File: config.mk
export PLATFORM = sky130hd
export DESIGN_NAME = obc_bin_sequencer_flat
export DESIGN_NICKNAME = d
export VERILOG_FILES = /design/src/rtl/obc_bin_sequencer_pkg.sv /design/src/rtl/obc_bin_sequencer_if.sv /design/src/rtl/obc_bitplane_sel.sv /design/src/rtl/obc_bin_sequencer.sv /design/src/flat_wrapper.sv
export SDC_FILE = /design/constraint.sdc
export NUM_CORES = 1
export LEC_CHECK = 0
export CORE_MARGIN = 4
export CORE_UTILIZATION = 40
export CTS_CLUSTER_SIZE = 24
export DETAILED_ROUTE_END_ITERATION = 10
export PLACE_DENSITY = 0.62
export SLEW_MARGIN = 40
export SYNTH_ARGS = -nofsm -noshare
export SYNTH_HDL_FRONTEND = slang
export SYNTH_SLANG_ARGS = --single-unit
File: constraint.sdc
create_clock -name clk -period 9.8 [get_ports clk]
set_input_delay 1.47 -clock clk [delete_from_list [all_inputs] [get_ports clk]]
set_output_delay 1.47 -clock clk [all_outputs]
set_load 0.02 [all_outputs]
File: src/rtl/obc_bin_sequencer_pkg.sv
// Shared types, constants and sign-extension helper for the OBC bin sequencer.
// Defining OBC_OFFSET_EN adds the StOffs state to the state enum.
package obc_pkg;

    localparam int unsigned OBC_NPTS  = 16;
    localparam int unsigned OBC_ROM_W = 32;
    localparam int unsigned OBC_EXT_W = 64;

    typedef enum logic [1:0] {
        StIdle,
        StRun,
`ifdef OBC_OFFSET_EN
        StOffs,
`endif
        StDone
    } obc_seq_state_t;

    // Widest supported accumulator is OBC_EXT_W; callers truncate to their width.
    function automatic logic [OBC_EXT_W-1:0] obc_sext(input logic [OBC_ROM_W-1:0] v);
        return {{(OBC_EXT_W - OBC_ROM_W){v[OBC_ROM_W-1]}}, v};
    endfunction

endpackage

File: src/rtl/obc_bin_sequencer_if.sv
// Frame-in / bin-out valid/ready bundle of the OBC bin sequencer.
// The sequencer uses the slave modport; the frame source and consumer use master.
interface obc_bin_sequencer_if #(
    parameter int unsigned DW    = 8,
    parameter int unsigned ACC_W = 40
);
    import obc_pkg::*;

    logic                   in_valid;
    logic                   in_ready;
    logic [OBC_NPTS*DW-1:0] in_samples;
    logic                   out_valid;
    logic                   out_ready;
    logic [ACC_W-1:0]       out_data;

    modport master (
        output in_valid, in_samples, out_ready,
        input  in_ready, out_valid, out_data
    );

    modport slave (
        input  in_valid, in_samples, out_ready,
        output in_ready, out_valid, out_data
    );

endinterface

File: src/rtl/obc_bitplane_sel.sv
// Frame register plus bit-plane decoder: presents bit bit_idx_i of every sample,
// flagging the sign plane; outputs are zero whenever en_i is low.
module obc_bitplane_sel
    import obc_pkg::*;
#(
    parameter int unsigned DW = 8
) (
    input  logic                   clk,
    input  logic                   rst,
    input  logic                   load_i,
    input  logic                   en_i,
    input  logic [OBC_NPTS*DW-1:0] samples_i,
    input  logic [$clog2(DW)-1:0]  bit_idx_i,
    output logic [OBC_NPTS-1:0]    slice_bits_o,
    output logic                   slice_m_o
);

    localparam int unsigned IdxW = $clog2(DW);

    logic [OBC_NPTS*DW-1:0] frame_q;

    always_ff @(posedge clk or posedge rst) begin
        if (rst) begin
            frame_q <= '0;
        end else if (load_i) begin
            frame_q <= samples_i;
        end
    end

    always_comb begin
        logic [DW-1:0] smp;
        slice_bits_o = '0;
        slice_m_o    = 1'b0;
        smp          = '0;
        if (en_i) begin
            for (int k = 0; k < OBC_NPTS; k++) begin
                smp             = frame_q[k*DW +: DW];
                slice_bits_o[k] = smp[bit_idx_i];
            end
            slice_m_o = (bit_idx_i == IdxW'(DW - 1));
        end
    end

endmodule

File: src/rtl/obc_bin_sequencer.sv
// Bit-serial sequencer for one 16-point OBC DFT bin; requires 32+DW-1 <= ACC_W <= 64.
// Optional OBC_OFFSET_EN adds an offset_in port and an OFFS state after the planes.
module obc_bin_sequencer
    import obc_pkg::*;
#(
    parameter int unsigned DW    = 8,
    parameter int unsigned ACC_W = 40
) (
    input  logic                  clk,
    input  logic                  rst,
    obc_bin_sequencer_if.slave    bus,
    output logic [OBC_NPTS-1:0]   slice_bits,
    output logic                  slice_m,
    input  logic [OBC_ROM_W-1:0]  rom_in,
`ifdef OBC_OFFSET_EN
    input  logic [OBC_ROM_W-1:0]  offset_in,
`endif
    output logic                  busy
);

    localparam int unsigned IdxW   = $clog2(DW);
    localparam logic [IdxW-1:0] IdxMsb = IdxW'(DW - 1);

    obc_seq_state_t   state_q, state_d;
    logic [IdxW-1:0]  bit_idx_q, bit_idx_d;
    logic [ACC_W-1:0] acc_q, acc_d;
    logic [ACC_W-1:0] rom_ext;
    logic             load;
    logic             run;

    assign rom_ext = ACC_W'(obc_sext(rom_in));
    assign run     = (state_q == StRun);

`ifdef OBC_OFFSET_EN
    logic [OBC_ROM_W-1:0] offs_q;
    logic [ACC_W-1:0]     offs_ext;

    assign offs_ext = ACC_W'(obc_sext(offs_q));

    always_ff @(posedge clk or posedge rst) begin
        if (rst) begin
            offs_q <= '0;
        end else if (load) begin
            offs_q <= offset_in;
        end
    end
`endif

    always_ff @(posedge clk or posedge rst) begin
        if (rst) begin
            state_q   <= StIdle;
            bit_idx_q <= IdxMsb;
            acc_q     <= '0;
        end else begin
            state_q   <= state_d;
            bit_idx_q <= bit_idx_d;
            acc_q     <= acc_d;
        end
    end

    always_comb begin
        state_d   = state_q;
        bit_idx_d = bit_idx_q;
        acc_d     = acc_q;
        load      = 1'b0;
        unique case (state_q)
            StIdle: begin
                if (bus.in_valid) begin
                    load      = 1'b1;
                    bit_idx_d = IdxMsb;
                    acc_d     = '0;
                    state_d   = StRun;
                end
            end
            StRun: begin
                // MSB plane first: each older contribution gains one binary weight.
                acc_d = (acc_q << 1) + rom_ext;
                if (bit_idx_q == '0) begin
                    bit_idx_d = IdxMsb;
`ifdef OBC_OFFSET_EN
                    state_d   = StOffs;
`else
                    state_d   = StDone;
`endif
                end else begin
                    bit_idx_d = bit_idx_q - 1'b1;
                end
            end
`ifdef OBC_OFFSET_EN
            StOffs: begin
                acc_d   = acc_q + offs_ext;
                state_d = StDone;
            end
`endif
            StDone: begin
                if (bus.out_ready) begin
                    state_d = StIdle;
                end
            end
            default: state_d = StIdle;
        endcase
    end

    obc_bitplane_sel #(
        .DW (DW)
    ) u_bitplane_sel (
        .clk          (clk),
        .rst          (rst),
        .load_i       (load),
        .en_i         (run),
        .samples_i    (bus.in_samples),
        .bit_idx_i    (bit_idx_q),
        .slice_bits_o (slice_bits),
        .slice_m_o    (slice_m)
    );

    assign bus.in_ready  = (state_q == StIdle);
    assign bus.out_valid = (state_q == StDone);
    assign bus.out_data  = bus.out_valid ? acc_q : '0;
    assign busy          = (state_q != StIdle);

endmodule

File: src/flat_wrapper.sv
// flat-port wrapper written by rule: the top's interface ports become plain ports
module obc_bin_sequencer_flat import obc_pkg::*;
#(
    parameter int unsigned DW    = 8,
    parameter int unsigned ACC_W = 40
)
  (clk, rst, slice_bits, slice_m, rom_in, busy, bus_in_valid, bus_in_samples, bus_out_ready, bus_in_ready, bus_out_valid, bus_out_data);
  obc_bin_sequencer_if #(.DW(DW), .ACC_W(ACC_W)) bus_i ();
  input  logic clk;
  input  logic rst;
  output logic [OBC_NPTS-1:0] slice_bits;
  output logic slice_m;
  input  logic [OBC_ROM_W-1:0] rom_in;
  output logic busy;
  input wire logic [$bits(bus_i.in_valid)-1:0] bus_in_valid;
  input wire logic [$bits(bus_i.in_samples)-1:0] bus_in_samples;
  input wire logic [$bits(bus_i.out_ready)-1:0] bus_out_ready;
  output wire logic [$bits(bus_i.in_ready)-1:0] bus_in_ready;
  output wire logic [$bits(bus_i.out_valid)-1:0] bus_out_valid;
  output wire logic [$bits(bus_i.out_data)-1:0] bus_out_data;
  assign bus_i.in_valid = bus_in_valid;
  assign bus_i.in_samples = bus_in_samples;
  assign bus_i.out_ready = bus_out_ready;
  assign bus_in_ready = bus_i.in_ready;
  assign bus_out_valid = bus_i.out_valid;
  assign bus_out_data = bus_i.out_data;
  obc_bin_sequencer #(.DW(DW), .ACC_W(ACC_W)) u_core (.clk(clk), .rst(rst), .bus(bus_i), .slice_bits(slice_bits), .slice_m(slice_m), .rom_in(rom_in), .busy(busy));
endmodule
==> results of run 1 <==
-- cell usage after synthesis, types with 2 or more instances --
| master | n | area (um^2) |
|---|---|---|
| nor2b_1 | 4 | 25.02 |
| o2111ai_1 | 6 | 52.55 |
| dfrtp_1 | 170 | 4254 |
| nor4_1 | 4 | 25.02 |
| a41oi_1 | 2 | 17.52 |
| a21boi_0 | 2 | 15.01 |
| a21oi_1 | 51 | 255.2 |
| a31o_2 | 3 | 26.28 |
| o31ai_1 | 6 | 45.04 |
| o21bai_1 | 7 | 52.55 |
| nor3_1 | 13 | 65.06 |
| dfstp_2 | 3 | 78.83 |
| xor2_1 | 10 | 87.58 |
| o21a_1 | 7 | 52.55 |
| a21oi_2 | 3 | 26.28 |
| nand2b_1 | 7 | 43.79 |
| xnor2_1 | 16 | 140.1 |
| inv_1 | 18 | 67.56 |
| and2_1 | 43 | 269.0 |
| and3_1 | 5 | 31.28 |
| a31oi_1 | 3 | 18.77 |
| a21o_1 | 11 | 82.58 |
| mux2i_1 | 17 | 170.2 |
| nand2_1 | 439 | 1648 |
| buf_1 | 5 | 18.77 |
| ha_1 | 41 | 513.0 |
| nand4_1 | 10 | 62.56 |
| o211ai_1 | 4 | 30.03 |
| nand3_1 | 43 | 215.2 |
| or3_1 | 4 | 25.02 |
| nor2_1 | 42 | 157.7 |
| buf_2 | 4 | 20.02 |
| a211oi_1 | 2 | 15.01 |
| clkbuf_1 | 57 | 214.0 |
| mux4_2 | 32 | 720.7 |
| o21ai_0 | 44 | 220.2 |
-- sequential cells by signal, summed over array words and instances, names as in the netlist --
signal                         cells
u_core.state_q                     2
u_core.acc_q                      40
u_core.bit_idx_q                   3
u_core.u_bitplane_sel.frame_q    128
-- area by class of cell --
| type | instances | area, um^2 |
|---|---|---|
| inverter | 18 | 75.07 |
| timing repair buffer | 231 | 2323 |
| fill | 2297 | 11300 |
| antenna | 2 | 5.005 |
| clock buffer | 18 | 429.2 |
| multi-input combinational | 899 | 5321 |
| tap | 324 | 405.4 |
| clock inverter | 14 | 198.9 |
| sequential | 173 | 4337 |
-- worst max-delay path, delay by kind of cell (launching register included) --
family / cells / cell delay (ns)
buf+inv: 2 / 1.13
flops: 1 / 0.51
mux: 2 / 0.75
simple gates: 1 / 0.09
-- per-stage QoR --
stage	hold slack, ns	cells	utilization (%)
after floorplan	0.4403	1158	-
after global placement	0.4518	1644	50.91
after detailed placement	0.4577	1644	50.98
after CTS	0.4750	1676	53.55
after global routing	0.4887	1677	53.67
final	0.4684	1679	53.69
-- report_power, final --
| part | internal, mW | total, mW | switching, mW |
|---|---|---|---|
| Sequential | 1.07 | 1.33 | 0.253 |
| Combinational | 0.951 | 2.11 | 1.16 |
| Clock | 0.413 | 0.727 | 0.314 |
-- cell families (layout without fill, tap and decap cells) --
group / after synthesis / count (layout) / share of synthesized area [%]
xor+xnor: 26 / 26 / 2.283
buf+inv: 86 / 281 / 3.400
fa+ha+maj: 42 / 42 / 5.344
mux: 49 / 49 / 8.932
flops: 173 / 173 / 43.45
compound gates: 163 / 163 / 10.36
other cells: 0 / 2 / 0
simple gates: 619 / 619 / 26.23
-- per-layer routing --
layer,wire (um),GRT usage (%),vias to the layer above
met3,1929,6.284,31
met5,46,0,-
met1,12670,26.39,4018
met4,386,4.627,6
met2,12710,31.73,228
li1,-,-,4283
-- path summary, 6_finish.rpt --
kind	slack, ns	cells after the start	endpoint	startpoint
max	5.42	5	slice_bits[5]	u_core.bit_idx_q[0]
min	0.47	2	u_core.u_bitplane_sel.frame_q[2]	u_core.u_bitplane_sel.frame_q[2]
min reg2reg	0.47	2	u_core.u_bitplane_sel.frame_q[2]	u_core.u_bitplane_sel.frame_q[2]
max reg2reg	6.74	10	u_core.acc_q[37]	u_core.acc_q[0]
min in group asynchronous	1.38	2	u_core.acc_q[10]	rst
max in group asynchronous	7.09	4	u_core.u_bitplane_sel.frame_q[126]	rst
==> flow_results.xml, run 1 <==
<?xml version="1.0" encoding="UTF-8"?>
<metrics>
  <group name="synth">
    <metric name="cell_variety_after_synth" unit="">56</metric>
    <metric name="mappedNetlistArea" unit="mm^2">0.009973</metric>
    <metric name="postSynthNetCount" unit="">1364</metric>
    <metric name="synth_area_per_cell" unit="um^2">8.613</metric>
    <metric name="synth_seq_area_share" unit="%">43.44</metric>
    <metric name="most_used_dff_post_synth" unit="">dfrtp_1</metric>
    <metric name="yosys_warnings" unit="">0</metric>
    <metric name="netlist_instances" unit="">1158</metric>
    <metric name="synth_edf_count" unit="">0</metric>
    <metric name="asyncSetResetFlopFracSynth" unit="%">100.0</metric>
    <metric name="yosys_register_bits" unit="">173</metric>
  </group>
  <group name="global_route">
    <metric name="number_of_global_route_vias_before_repair" unit="">8718</metric>
    <metric name="track_usage" unit="%">19.78</metric>
    <metric name="grt_pass1_wl" unit="um">44950</metric>
    <metric name="grt_max_degree" unit="">103</metric>
    <metric name="globalRoute.totalOverflow" unit="">0</metric>
    <metric name="antenna_found_initial" unit="">3</metric>
  </group>
  <group name="sta">
    <metric name="finalSetupTns" unit="ns">0</metric>
    <metric name="maxClockFrequency" unit="MHz">228.3</metric>
    <metric name="total_count_of_hold_check_failures_in_the_final_report" unit="">0</metric>
    <metric name="worst_pin_slew" unit="ns">0.7750</metric>
    <metric name="clock-skew-final" unit="ns">0.01030</metric>
    <metric name="grt_setup_unrepaired" unit="">no</metric>
    <metric name="period_needed" unit="ns">4.381</metric>
    <metric name="finalMaxSlewViolations" unit="">0</metric>
    <metric name="finalSetupViolCount" unit="">0</metric>
    <metric name="setup_slack" unit="ns">5.419</metric>
    <metric name="max-slew-margin-rel" unit="%">48.14</metric>
    <metric name="share_of_the_clock_period_used_by_the_worst_path" unit="%">44.70</metric>
  </group>
  <group name="final_layout">
    <metric name="mostFrequentLayoutCell" unit="">nand2_1</metric>
    <metric name="final_design_area_no_fill" unit="mm^2">0.01310</metric>
    <metric name="drive_above_1_share" unit="%">6.800</metric>
    <metric name="final_cell_mix" unit="">nand2_1 (438), clkdlybuf4s50_1 (223), dfrtp_1 (170), a21oi_1 (51), o21ai_0 (44)</metric>
    <metric name="layout.nets" unit="">1546</metric>
    <metric name="syn_to_final_growth" unit="%">31.30</metric>
  </group>
  <group name="placed_design">
    <metric name="gpl.final_weighted_congestion" unit="">0.8763</metric>
    <metric name="numPortBuffers" unit="">223</metric>
    <metric name="dpl_cell_area" unit="mm^2">0.01243</metric>
    <metric name="hpwlAfterDp" unit="um">19400</metric>
    <metric name="placement.setup.worst_slack" unit="ns">5.308</metric>
  </group>
  <group name="critical_path">
    <metric name="crit_path_max_incr_delay" unit="ns">0.58</metric>
    <metric name="worstPathRequired" unit="ns">8.33</metric>
    <metric name="critical_path_peak_fanout" unit="">34</metric>
    <metric name="cp-start-kind" unit="">register</metric>
    <metric name="setup.worst_path.class" unit="">reg2out</metric>
    <metric name="cpMaxStageDelayCell" unit="">mux4_2</metric>
    <metric name="critical_path.endpoint_type" unit="">output port</metric>
    <metric name="critical_path.cell_chain" unit="">buf_4, mux4_2, mux2i_1, nor2_1, clkdlybuf4s50_1</metric>
    <metric name="critPathArrivalTime" unit="ns">2.91</metric>
  </group>
  <group name="floorplanning">
    <metric name="initial_core_util" unit="%">40.89</metric>
    <metric name="die_area" unit="mm^2">0.02752</metric>
    <metric name="core_area" unit="mm^2">0.02439</metric>
    <metric name="dieHeight" unit="um">165.9</metric>
    <metric name="rows" unit="">57</metric>
    <metric name="io-pin-count" unit="">224</metric>
    <metric name="floorplan.die.width" unit="um">165.9</metric>
  </group>
  <group name="clock_tree">
    <metric name="cts.path.max_buffers" unit="">2</metric>
    <metric name="root_buffer_master" unit="">clkbuf_16</metric>
    <metric name="cts_htree_levels" unit="">4</metric>
    <metric name="cts-buffers-inserted" unit="">17</metric>
    <metric name="clk-insertion-delay-late" unit="ns">0.43</metric>
    <metric name="cts_tree" unit="">yes</metric>
    <metric name="post_cts_hold_buffer_count" unit="">0</metric>
    <metric name="postCtsResizedCells" unit="">0</metric>
    <metric name="cts_num_sinks" unit="">173</metric>
    <metric name="post_cts_buffers" unit="">0</metric>
    <metric name="clkSlewWorstSetupHoldPaths" unit="ns">0.07</metric>
  </group>
  <group name="detailed_routing">
    <metric name="routed-via-count" unit="">8566</metric>
    <metric name="drc" unit="">0</metric>
    <metric name="routed_wire_length_per_instance" unit="um">16.52</metric>
    <metric name="post_drt_via_cell_ratio" unit="">5.102</metric>
    <metric name="drt_first_pass_iters" unit="">4</metric>
    <metric name="drt_iter0_drc" unit="">525</metric>
    <metric name="antenna_violating_nets_post_route" unit="">0</metric>
    <metric name="routed_wirelength" unit="um">27740</metric>
  </group>
  <group name="power_and_ir_drop">
    <metric name="vdd_ir_drop_max" unit="V">0.0001542</metric>
    <metric name="design_power_total" unit="mW">4.161</metric>
    <metric name="power-per-cell-area" unit="mW/mm^2">317.8</metric>
    <metric name="power.leakage" unit="nW">6.101</metric>
  </group>
  <group name="run">
    <metric name="cap_viol_max_count" unit="">0</metric>
  </group>
  <group name="outcome">
    <metric name="status" unit="">complete, no violations</metric>
  </group>
  <group name="min_path">
    <metric name="hp-class" unit="">reg2reg</metric>
  </group>
</metrics>
Power figures use the tool's default switching activity.
==> run 2: changes to the inputs <==
==> constraint.sdc (replaced) <==
create_clock -name clk -period 4.1 [get_ports clk]
set_input_delay 0.615 -clock clk [delete_from_list [all_inputs] [get_ports clk]]
set_output_delay 0.615 -clock clk [all_outputs]
set_load 0.02 [all_outputs]
==> run 2 against run 1 <==
Against the previous run: clock power is 130% higher; first-iteration DRC count down 22%; flip-flop and latch count did not move; design area up 0.30%; wire length increased by 1.0%; critical path depth is the same; via count increased by 1.1%; critical path type unchanged; largest power group unchanged; count of clock-buffer cells in the layout unchanged; die area unchanged; cell count rose by 0.42%; clock skew up 0.0088 ns.
==> flow_results.xml, run 2 (synthesized netlist as in run 1, its figures left out) <==
<?xml version="1.0" encoding="UTF-8"?>
<metrics>
  <group name="sta">
    <metric name="total_count_of_hold_check_failures_in_the_final_report" unit="">0</metric>
    <metric name="clock-skew-final" unit="ns">0.01906</metric>
    <metric name="finalSetupTns" unit="ns">0</metric>
    <metric name="max-slew-margin-rel" unit="%">44.96</metric>
    <metric name="share_of_the_clock_period_used_by_the_worst_path" unit="%">81.10</metric>
    <metric name="finalMaxSlewViolations" unit="">0</metric>
    <metric name="period_needed" unit="ns">3.325</metric>
    <metric name="maxClockFrequency" unit="MHz">300.7</metric>
    <metric name="finalSetupViolCount" unit="">0</metric>
    <metric name="setup_slack" unit="ns">0.7749</metric>
    <metric name="worst_pin_slew" unit="ns">0.8226</metric>
    <metric name="grt_setup_unrepaired" unit="">no</metric>
  </group>
  <group name="critical_path">
    <metric name="cpMaxStageDelayCell" unit="">clkdlybuf4s50_1</metric>
    <metric name="critical_path.endpoint_type" unit="">output port</metric>
    <metric name="critical_path.cell_chain" unit="">buf_4, mux4_2, mux2i_1, nor2_1, clkdlybuf4s50_1</metric>
    <metric name="worst_path_dominant_cell_family" unit="">buffers and inverters</metric>
    <metric name="worstPathRequired" unit="ns">3.48</metric>
    <metric name="crit_path_max_incr_delay" unit="ns">0.57</metric>
    <metric name="cp-start-kind" unit="">register</metric>
    <metric name="critical_path_peak_fanout" unit="">20</metric>
    <metric name="cp_num_buf_inv" unit="">2</metric>
    <metric name="critPathArrivalTime" unit="ns">2.71</metric>
    <metric name="setup.worst_path.class" unit="">reg2out</metric>
  </group>
  <group name="final_layout">
    <metric name="largest_register_ffs" unit="">128</metric>
    <metric name="final_cell_mix" unit="">nand2_1 (438), clkdlybuf4s50_1 (223), dfrtp_1 (170), a21oi_1 (51), o21ai_0 (44)</metric>
    <metric name="largest_regs" unit="">u_core.u_bitplane_sel.frame_q: 128 flops, u_core.acc_q: 40 flops, u_core.bit_idx_q: 3 flops</metric>
    <metric name="layout.nets" unit="">1555</metric>
    <metric name="antennaDiodeCount" unit="">0</metric>
    <metric name="drive_above_1_share" unit="%">7.489</metric>
    <metric name="largest_register" unit="">u_core.u_bitplane_sel.frame_q</metric>
    <metric name="syn_to_final_growth" unit="%">31.69</metric>
    <metric name="num-fill-cells" unit="">2336</metric>
    <metric name="mostFrequentLayoutCell" unit="">nand2_1</metric>
  </group>
  <group name="placed_design">
    <metric name="gpl.final_weighted_congestion" unit="">0.8642</metric>
    <metric name="hpwlAfterDp" unit="um">20470</metric>
    <metric name="numPortBuffers" unit="">223</metric>
    <metric name="placement.setup.worst_slack" unit="ns">0.4759</metric>
  </group>
  <group name="min_path">
    <metric name="hp-class" unit="">reg2reg</metric>
  </group>
  <group name="detailed_routing">
    <metric name="drt_iter0_drc" unit="">412</metric>
    <metric name="routed_wirelength" unit="um">28030</metric>
    <metric name="routed-via-count" unit="">8659</metric>
    <metric name="antenna_violating_nets_post_route" unit="">0</metric>
    <metric name="drt_first_pass_iters" unit="">5</metric>
    <metric name="drc" unit="">0</metric>
    <metric name="routed_wire_length_per_instance" unit="um">16.62</metric>
    <metric name="post_drt_via_cell_ratio" unit="">5.136</metric>
  </group>
  <group name="floorplanning">
    <metric name="io-pin-count" unit="">224</metric>
    <metric name="initial_core_util" unit="%">40.89</metric>
    <metric name="rows" unit="">57</metric>
    <metric name="floorplan.die.width" unit="um">165.9</metric>
    <metric name="dieHeight" unit="um">165.9</metric>
    <metric name="die_area" unit="mm^2">0.02752</metric>
    <metric name="core_area" unit="mm^2">0.02439</metric>
  </group>
  <group name="global_route">
    <metric name="globalRoute.totalOverflow" unit="">0</metric>
    <metric name="antenna_found_initial" unit="">4</metric>
    <metric name="number_of_global_route_vias_before_repair" unit="">8740</metric>
    <metric name="grt_pass1_wl" unit="um">45690</metric>
    <metric name="track_usage" unit="%">20.12</metric>
    <metric name="grt_max_degree" unit="">82</metric>
  </group>
  <group name="power_and_ir_drop">
    <metric name="power-per-cell-area" unit="mW/mm^2">753.6</metric>
    <metric name="vdd_ir_drop_max" unit="V">0.0003824</metric>
    <metric name="power.leakage" unit="nW">6.133</metric>
  </group>
  <group name="run">
    <metric name="cap_viol_max_count" unit="">0</metric>
  </group>
  <group name="clock_tree">
    <metric name="clk-insertion-delay-late" unit="ns">0.44</metric>
    <metric name="root_buffer_master" unit="">clkbuf_16</metric>
    <metric name="cts_num_sinks" unit="">173</metric>
    <metric name="post_cts_hold_buffer_count" unit="">0</metric>
    <metric name="cts-buffers-inserted" unit="">17</metric>
    <metric name="cts.path.max_buffers" unit="">2</metric>
    <metric name="postCtsResizedCells" unit="">0</metric>
    <metric name="cts_tree" unit="">yes</metric>
    <metric name="cts_htree_levels" unit="">4</metric>
    <metric name="post_cts_buffers" unit="">0</metric>
    <metric name="clkSlewWorstSetupHoldPaths" unit="ns">0.07</metric>
  </group>
  <group name="outcome">
    <metric name="status" unit="">complete, no violations</metric>
  </group>
</metrics>
[run 2: layer usage]
layer / vias up / share of wire [%] / GRT usage, %
li1: 4302 / - / -
met1: 4062 / 44 / 26.88
met2: 260 / 47 / 32.74
met3: 29 / 7.9 / 5.594
met4: 6 / 1.2 / 4.878
met5: - / 0.12 / 0
[run 2: final cells by class]
| class | count | area, um^2 | area share [%] |
|---|---|---|---|
| clock inverters | 14 | 166.4 | 1.267 |
| repair buffers | 240 | 2397 | 18.25 |
| inverters | 18 | 71.32 | 0.5430 |
| flip-flops and latches | 173 | 4333 | 32.99 |
| multi-input cells | 899 | 5321 | 40.52 |
| well taps | 324 | 405.4 | 3.087 |
| clock buffers | 18 | 439.2 | 3.344 |
[run 2: where the power goes]
group	switching [mW]	internal, mW
Clock	0.800	0.841
Sequential	0.576	2.56
Combinational	2.82	2.30
[run 2: through the flow]
| stage | util (%) | hold slack [ns] | instances | total power [mW] | cell area [um^2] |
|---|---|---|---|---|---|
| after floorplan | - | 0.4403 | 1158 | 6.752 | 9977 |
| after global placement | 51.28 | 0.4530 | 1653 | 8.223 | 12510 |
| after detailed placement | 51.36 | 0.4572 | 1654 | 8.306 | 12530 |
| after CTS | 53.85 | 0.4752 | 1686 | 9.988 | 13130 |
| after global routing | 53.85 | 0.4933 | 1686 | 10.74 | 13130 |
| final | 53.85 | 0.4704 | 1686 | 9.898 | 13130 |
[run 2: worst paths after layout]
path                            depth (start not counted)  slack [ns]                                from                                 end
worst max-delay path                                    5        0.77                 u_core.bit_idx_q[0]                      slice_bits[10]
worst min-delay path                                    2        0.47  u_core.u_bitplane_sel.frame_q[116]  u_core.u_bitplane_sel.frame_q[116]
worst max register to register                         10        1.19                     u_core.acc_q[0]                    u_core.acc_q[37]
worst min register to register                          2        0.47  u_core.u_bitplane_sel.frame_q[116]  u_core.u_bitplane_sel.frame_q[116]
max in group asynchronous                               4        2.58                                 rst                 u_core.bit_idx_q[0]
min in group asynchronous                               2        0.54                                 rst   u_core.u_bitplane_sel.frame_q[72]
[run 2: tightest hold or removal path, delay by kind of cell, from the launching register on]
family           cells  cell delay (ns)
flip-flops           1             0.34
AND/OR/NAND/NOR      2             0.10
